<file path="src/rtl/alu_32.sv">
// 32-bit integer ALU: logic/add/sub/SLT core, zero and signed-overflow flags, sticky overflow status.
// Define ALU32_OUT_REG_EN to register Saida/Zero/Overflow (1-cycle latency).
module alu_32 (
    input  logic        clk,
    input  logic        reset,
    input  logic [31:0] A,
    input  logic [31:0] B,
    input  logic [2:0]  F,
    output logic [31:0] Saida,
    output logic        Zero,
    output logic        Overflow,
    output logic        OverflowSticky
);

    typedef enum logic [2:0] {
        FN_AND  = 3'b000,
        FN_OR   = 3'b001,
        FN_ADD  = 3'b010,
        FN_RSVD = 3'b011,
        FN_ANDN = 3'b100,
        FN_ORN  = 3'b101,
        FN_SUB  = 3'b110,
        FN_SLT  = 3'b111
    } fn_t;

    fn_t         fn;
    logic [31:0] bx;
    logic [31:0] sum;
    logic        v_sum;
    logic [31:0] res_c;
    logic        zero_c;
    logic        ovf_c;

    assign fn = fn_t'(F);

    // One shared adder: F[2] selects ~B plus carry-in, covering both add and subtract.
    always_comb begin
        bx    = F[2] ? ~B : B;
        sum   = A + bx + 32'(F[2]);
        v_sum = (A[31] == bx[31]) && (sum[31] != A[31]);
    end

    always_comb begin
        res_c = '0;
        ovf_c = 1'b0;
        case (fn)
            FN_AND:  res_c = A & B;
            FN_OR:   res_c = A | B;
            FN_ADD:  begin
                res_c = sum;
                ovf_c = v_sum;
            end
            FN_RSVD: res_c = '0;
            FN_ANDN: res_c = A & ~B;
            FN_ORN:  res_c = A | ~B;
            FN_SUB:  begin
                res_c = sum;
                ovf_c = v_sum;
            end
            // Sign of the difference corrected by overflow gives the true signed less-than.
            FN_SLT:  res_c = {31'b0, sum[31] ^ v_sum};
            default: res_c = '0;
        endcase
        zero_c = ~|res_c;
    end

`ifdef ALU32_OUT_REG_EN
    logic [31:0] saida_r;
    logic        zero_r;
    logic        ovf_r;

    always_ff @(posedge clk) begin
        if (reset) begin
            saida_r <= '0;
            zero_r  <= 1'b0;
            ovf_r   <= 1'b0;
        end else begin
            saida_r <= res_c;
            zero_r  <= zero_c;
            ovf_r   <= ovf_c;
        end
    end

    assign Saida    = saida_r;
    assign Zero     = zero_r;
    assign Overflow = ovf_r;
`else
    assign Saida    = res_c;
    assign Zero     = zero_c;
    assign Overflow = ovf_c;
`endif

    always_ff @(posedge clk) begin
        if (reset) begin
            OverflowSticky <= 1'b0;
        end else begin
            OverflowSticky <= OverflowSticky | Overflow;
        end
    end

endmodule

</file>
<file path="config.mk">
export PLATFORM = sky130hd
export DESIGN_NAME = alu_32
export DESIGN_NICKNAME = d
export VERILOG_FILES = /design/src/rtl/alu_32.sv
export SDC_FILE = /design/constraint.sdc
export NUM_CORES = 1
export LEC_CHECK = 0
export CAP_MARGIN = 20
export CORE_ASPECT_RATIO = 1.5
export CORE_UTILIZATION = 50
export DETAILED_ROUTE_END_ITERATION = 10
export GPL_ROUTABILITY_DRIVEN = 1
export PLACE_DENSITY = 0.87
export SLEW_MARGIN = 10
export SYNTH_ARGS = -nofsm -noshare
export SYNTH_HDL_FRONTEND = slang
export SYNTH_SLANG_ARGS = --single-unit
export TNS_END_PERCENT = 1
</file>
<file path="constraint.sdc">
create_clock -name clk -period 9.8 [get_ports clk]
set_input_delay 1.96 -clock clk [delete_from_list [all_inputs] [get_ports clk]]
set_output_delay 1.96 -clock clk [all_outputs]
set_load 0.02 [all_outputs]
</file>
# ---- Word-level counts from Yosys, hierarchy flattened
# Cells that the tools add are included.
dict set report op_classes {
  addsub 2
  multipliers 0
  n_div 0
  n_lt_le_gt_ge 0
  n_eq_ne 9
  shift 0
  mux 3
  bitwise_logic 7
  reduce_logical 5
}
# op n
set ops {}
lappend ops {{one-hot mux 32 bit (7 select lines)} 1}
lappend ops {{bitwise AND 32 bit} 2}
lappend ops {{bitwise OR 32 bit} 2}
lappend ops {{adder 32 x 1 -> 32 bit} 1}
lappend ops {{adder 32 bit} 1}
lappend ops {{2-to-1 mux 32 bit} 1}
lappend ops {{NOT 32 bit} 1}
lappend ops {{OR reduction 32 bit} 1}
lappend ops {{== test 3 bit (second input constant)} 4}
lappend ops {{== test 3 x 2 -> 1 bit (second input constant)} 2}
lappend ops {{== test 3 x 1 -> 1 bit (second input constant)} 1}
lappend ops {{zero test 3 bit} 1}
lappend ops {{OR reduction 2 bit} 1}
lappend ops {{== test 1 bit} 1}
lappend ops {{logical AND 1 bit} 1}
lappend ops {{zero test 1 bit} 1}
lappend ops {{2-to-1 mux 1 bit} 1}
lappend ops {{inequality test 1 bit} 1}
lappend ops {{bitwise OR 1 bit} 1}
lappend ops {{XOR 1 bit} 1}
dict set report word_totals {
  ff_bits 1
  latchBits 0
  ramBits 0
  mem_bits_ro 0
  input_bits 69
  out_inout_bits 35
  elab_cells 27
  n_memories 0
}

# ---- Logic depth before layout (Yosys ltp)
dict set report depth {
  word_depth 10
  depth_mapped 17
  ltp_nobuf 13
}

# ---- Least setup slack after synthesis
# Ideal clock, no wire load.
dict set report synth_timing {
  kind {input -> output}
  from {in F[2]}
  to {out Zero}
  t_arrival_ns 6.022
  path_slack_ns 1.818
  stages 17
  n_path_buf 5
  cell_sequence {buf_2 > buf_2 > buf_2 > buf_2 > xor2_1 > ha_1 > buf_2 > nand3_1 > o221ai_1 > a32o_1 > a211oi_2 > o21ai_2 > a221oi_4 > mux2_2 > a22oi_1 > o2bb2ai_1 > nor4_2}
}
dict set report synth_via {
  elab_cells_between_ends 19
  classes_between {2 x add/sub; 9 x eq/ne; 2 x mux; 1 x bitwise; 5 x reduce/logical}
}
# item line_no
set synth_lines {}
lappend synth_lines {{start, declared} 8} ;# input logic [2:0] F,
lappend synth_lines {{2-to-1 mux 32 bit} 38} ;# bx = F[2] ? ~B : B;
lappend synth_lines {{adder 32 bit} 39} ;# sum = A + bx + 32'(F[2]);
lappend synth_lines {{adder 32 x 1 -> 32 bit} 39}
lappend synth_lines {{one-hot mux 32 bit (7 select lines) *} 46} ;# case (fn)
lappend synth_lines {{net Saida[31]} 9} ;# output logic [31:0] Saida,
lappend synth_lines {{OR reduction 32 bit *} 64} ;# zero_c = ~|res_c;
lappend synth_lines {{zero test 1 bit *} 64}
lappend synth_lines {{end, declared} 10} ;# output logic Zero,
# Mark *: on every way through the listed nets, which the timed path passes. The rest lies on a longest branch.

# ---- Worst setup path in the final report
dict set report layout_timing {
  from {in B[0]}
  to {out Zero}
}
dict set report layout_via {
  elab_chain_cells 10
  elab_cells_between_ends 14
  classes_between {2 x add/sub; 1 x eq/ne; 2 x mux; 6 x bitwise; 3 x reduce/logical}
}
# item line_no
set layout_lines {}
lappend layout_lines {{start, declared} 7} ;# input logic [31:0] B,
lappend layout_lines {{NOT 32 bit} {38, 54, 55}}
lappend layout_lines {{2-to-1 mux 32 bit} 38}
lappend layout_lines {{adder 32 bit} 39}
lappend layout_lines {{adder 32 x 1 -> 32 bit} 39}
lappend layout_lines {{inequality test 1 bit} 40} ;# v_sum = (A[31] == bx[31]) && (sum[31] != A[31]);
lappend layout_lines {{logical AND 1 bit} 40}
lappend layout_lines {{XOR 1 bit} 61} ;# FN_SLT: res_c = {31'b0, sum[31] ^ v_sum};
lappend layout_lines {{one-hot mux 32 bit (7 select lines) *} 46}
lappend layout_lines {{OR reduction 32 bit *} 64}
lappend layout_lines {{zero test 1 bit *} 64}
# Every way passes the cells marked *; elsewhere a longest branch is shown, timed or not.

==> flow_summary_export.csv <==
group,metric,value,unit
timing,min_period_over_period,87.4,%
timing,slew_viol_final,0,
flow_run,maxCapViolations,0,
timing,finalSetupViolations,0,
placement,io_buffers,103,
worst_setup_path,rr_startpoint,"OverflowSticky$_SDFF_PP0_",
cells_and_area,design_area,4140,um2
timing,slew_headroom,55.2,%
floorplanning,fp-row-count,34,
routing,dr_total_vias,3826,
worst_setup_path,crit_top_cell,"clkdlybuf4s50_1",
cells_and_area,top_register,"OverflowSticky",
routing,ant_nets,0,
clock_network,postCtsSetupRepairBufs,0,
cells_and_area,n_antenna_cell,0,
routing,vias_per_cell,6.43,
routing,drt_wl_total,11200,um
cells_and_area,fin_util,70.5,%
worst_setup_path,crit_family,"compound AO/OA/AOI/OAI gates",
global_route,antenna_found_initial,0,
power_and_ir_drop,p_total,369,uW
routing,drc,0,
clock_network,post_cts_resized,0,
synthesis,synthTopCellsByArea,"ha_1, xor2_1, maj3_1",
synthesis,synth-seq-area-share,0.650,%
floorplanning,initial_utilization,52.5,%
routing,dr.pass1.iters,5,
floorplanning,core,5870,um2
power_and_ir_drop,p_per_area,89.1,nW/um2
timing,layout_min_cycle_time,8.57,ns
worst_setup_path,path_cells,"clkdlybuf4s50_1, mux2i_1, inv_1, fa_1, a21o_1, a21oi_2, nor3_2, o21a_1, o31a_1, a221oi_2, xor2_1, o21ai_1, or4_1, nor4_2, clkdlybuf4s50_1",
cells_and_area,largest_register_ffs,1,
global_route,track_usage,34.3,%
cells_and_area,fin_nets,629,
clock_network,hold_buffers,0,
routing,drt_iter0_markers,216,
synthesis,ys_async_sr_fraction,0,%
floorplanning,dieArea,6480,um2
global_route,overflow,0,
synthesis,syn-num-nets,542,
floorplanning,fp.dieH,98.1,um
global_route,grt_pass1_wl,17700,um
synthesis,synth_edf_count,0,
timing,rsz0062_at_grt,"no",
floorplanning,io_pins,104,
cells_and_area,syn_to_final_growth,34.4,%
floorplanning,die_width,66.1,um
worst_setup_path,crit_type,"input pin to primary output",
worst_setup_path,setup.worst_path.start,"B[0]",
timing,setup-tns-final,0,ns
synthesis,synth_cell_types,68,
timing,tightest_slew,0.673,ns
routing,wl_per_cell,18.9,um
synthesis,synth_top_area_cell,"ha_1",
global_route,grt_pass1_vias,3798,
timing,max_freq,0.117,GHz
cells_and_area,top_regs,"OverflowSticky x1",
cells_and_area,drive_gt1_share,4.40,%
worst_setup_path,cp.arrival,6.61,ns
placement,placed_area,4140,um2
synthesis,syn_area_per_cell,7.03,um2
synthesis,yosysWarnings,0,
worst_setup_path,cp_slowest_cell,"clkdlybuf4s50_1",
timing,skew,0,ns
outcome,status,"finished clean",
min_path,hold_path.class,"flop to flop",
worst_setup_path,start_kind,"input pin",
placement,place_congestion,0.994,
timing,layout_setup_ws,1.23,ns
synthesis,synth-main-ff-cell,"dfxtp_1",
worst_setup_path,cp.buffers_inverters,3,
placement,pre_cts_ws,1.29,ns
worst_setup_path,required,7.84,ns
synthesis,synth_top_area_share,13.8,%
clock_network,clk_pin_slew_worst_paths,0,ns
placement,dp_hpwl,9100,um
clock_network,insertion_delay,0,ns
synthesis,synth_seq_cells,1,
worst_setup_path,cpPeakStageDelay,0.65,ns
global_route,grt_max_degree,31,
timing,hold_violations,0,
worst_setup_path,cp_max_fo,6,
power_and_ir_drop,ir_worst_vdd,56.9,uV
power_and_ir_drop,leakage,1.62,nW
min_path,worstHoldStart,"OverflowSticky$_SDFF_PP0_",
synthesis,synth_cells,438,
synthesis,syn-cell-area,3080,um2
worst_setup_path,crit_path_end_kind,"primary output",
[cell usage after synthesis (9+ instances only)]
| cell type | count |
|---|---|
| nand2_1 | 42 |
| ha_1 | 34 |
| a21oi_1 | 39 |
| o21ai_0 | 28 |
| xnor2_1 | 14 |
| buf_2 | 9 |
| maj3_1 | 21 |
| o21a_1 | 11 |
| xor2_1 | 39 |
| nor3_1 | 9 |
| nand3_1 | 13 |
| o21ai_1 | 9 |
| nor2_1 | 29 |
| clkbuf_1 | 14 |
[metrics by stage]
step	hold WS [ns]	cells
floorplan	0.611	438
global placement	0.464	595
detailed placement	0.477	595
CTS	0.477	595
global route	0.497	595
finish	0.476	595
[cells by family after synthesis]
group | count (synthesis) | share of synthesized area [%]
adder cells (fa/ha/maj) | 59 | 22.4
XOR/XNOR | 53 | 15.1
multiplexers | 3 | 1.02
AND/OR/NAND/NOR | 136 | 22.3
AO/OA/AOI/OAI | 155 | 34.4
flip-flops | 1 | 0.650
buffers and inverters | 31 | 4.14
[routing by layer]
layer	wire length [um]	track usage, %	vias up	part of all wire [%]
met3	582	2.57	47	5.2
met1	4110	36.7	1769	37
met4	625	17.5	0	5.6
met2	5910	64.3	166	53
met5	0	0	-	0
li1	-	-	1844	-
[worst paths after layout]
kind	end	slack, ns	cells past startpoint
hold / removal	OverflowSticky$_SDFF_PP0_	0.48	1
hold reg to reg	OverflowSticky$_SDFF_PP0_	0.48	1
setup / recovery	Zero	1.23	15
setup reg to reg	OverflowSticky$_SDFF_PP0_	9.20	1
[placed cells by master (no fill, tap or decap), drive strengths merged, types with 5 or more instances in the layout]
cell	Yosys	final
nor3	10	10
o21a	11	11
clkdlybuf4s50	0	102
ha	34	34
o211ai	6	6
xnor2	14	14
o22ai	7	7
a21oi	40	40
nand2	42	42
o21ai	38	38
nand4	7	7
or3	5	5
inv	7	7
nand3	13	13
xor2	39	39
and3	7	7
nor2	29	29
a21o	5	5
maj3	24	24
buf	10	7
[layout make-up]
| class | instances | area [um2] |
|---|---|---|
| Tap cell | 72 | 90.1 |
| Multi-Input combinational cell | 406 | 2930 |
| Timing Repair Buffer | 109 | 1070 |
| Fill cell | 511 | 1730 |
| Sequential cell | 1 | 20.0 |
| Inverter | 7 | 26.3 |
[power breakdown]
| group | leakage, nW | internal [mW] | switching [mW] |
|---|---|---|---|
| Combinational | 1.61 | 0.161 | 0.203 |
| Clock | 0 | 0 | 0 |
| Sequential | 0.00813 | 0.00439 | 0.000104 |
| Total | 1.62 | 0.166 | 0.203 |
No activity file was read; power rests on OpenSTA's default activity.
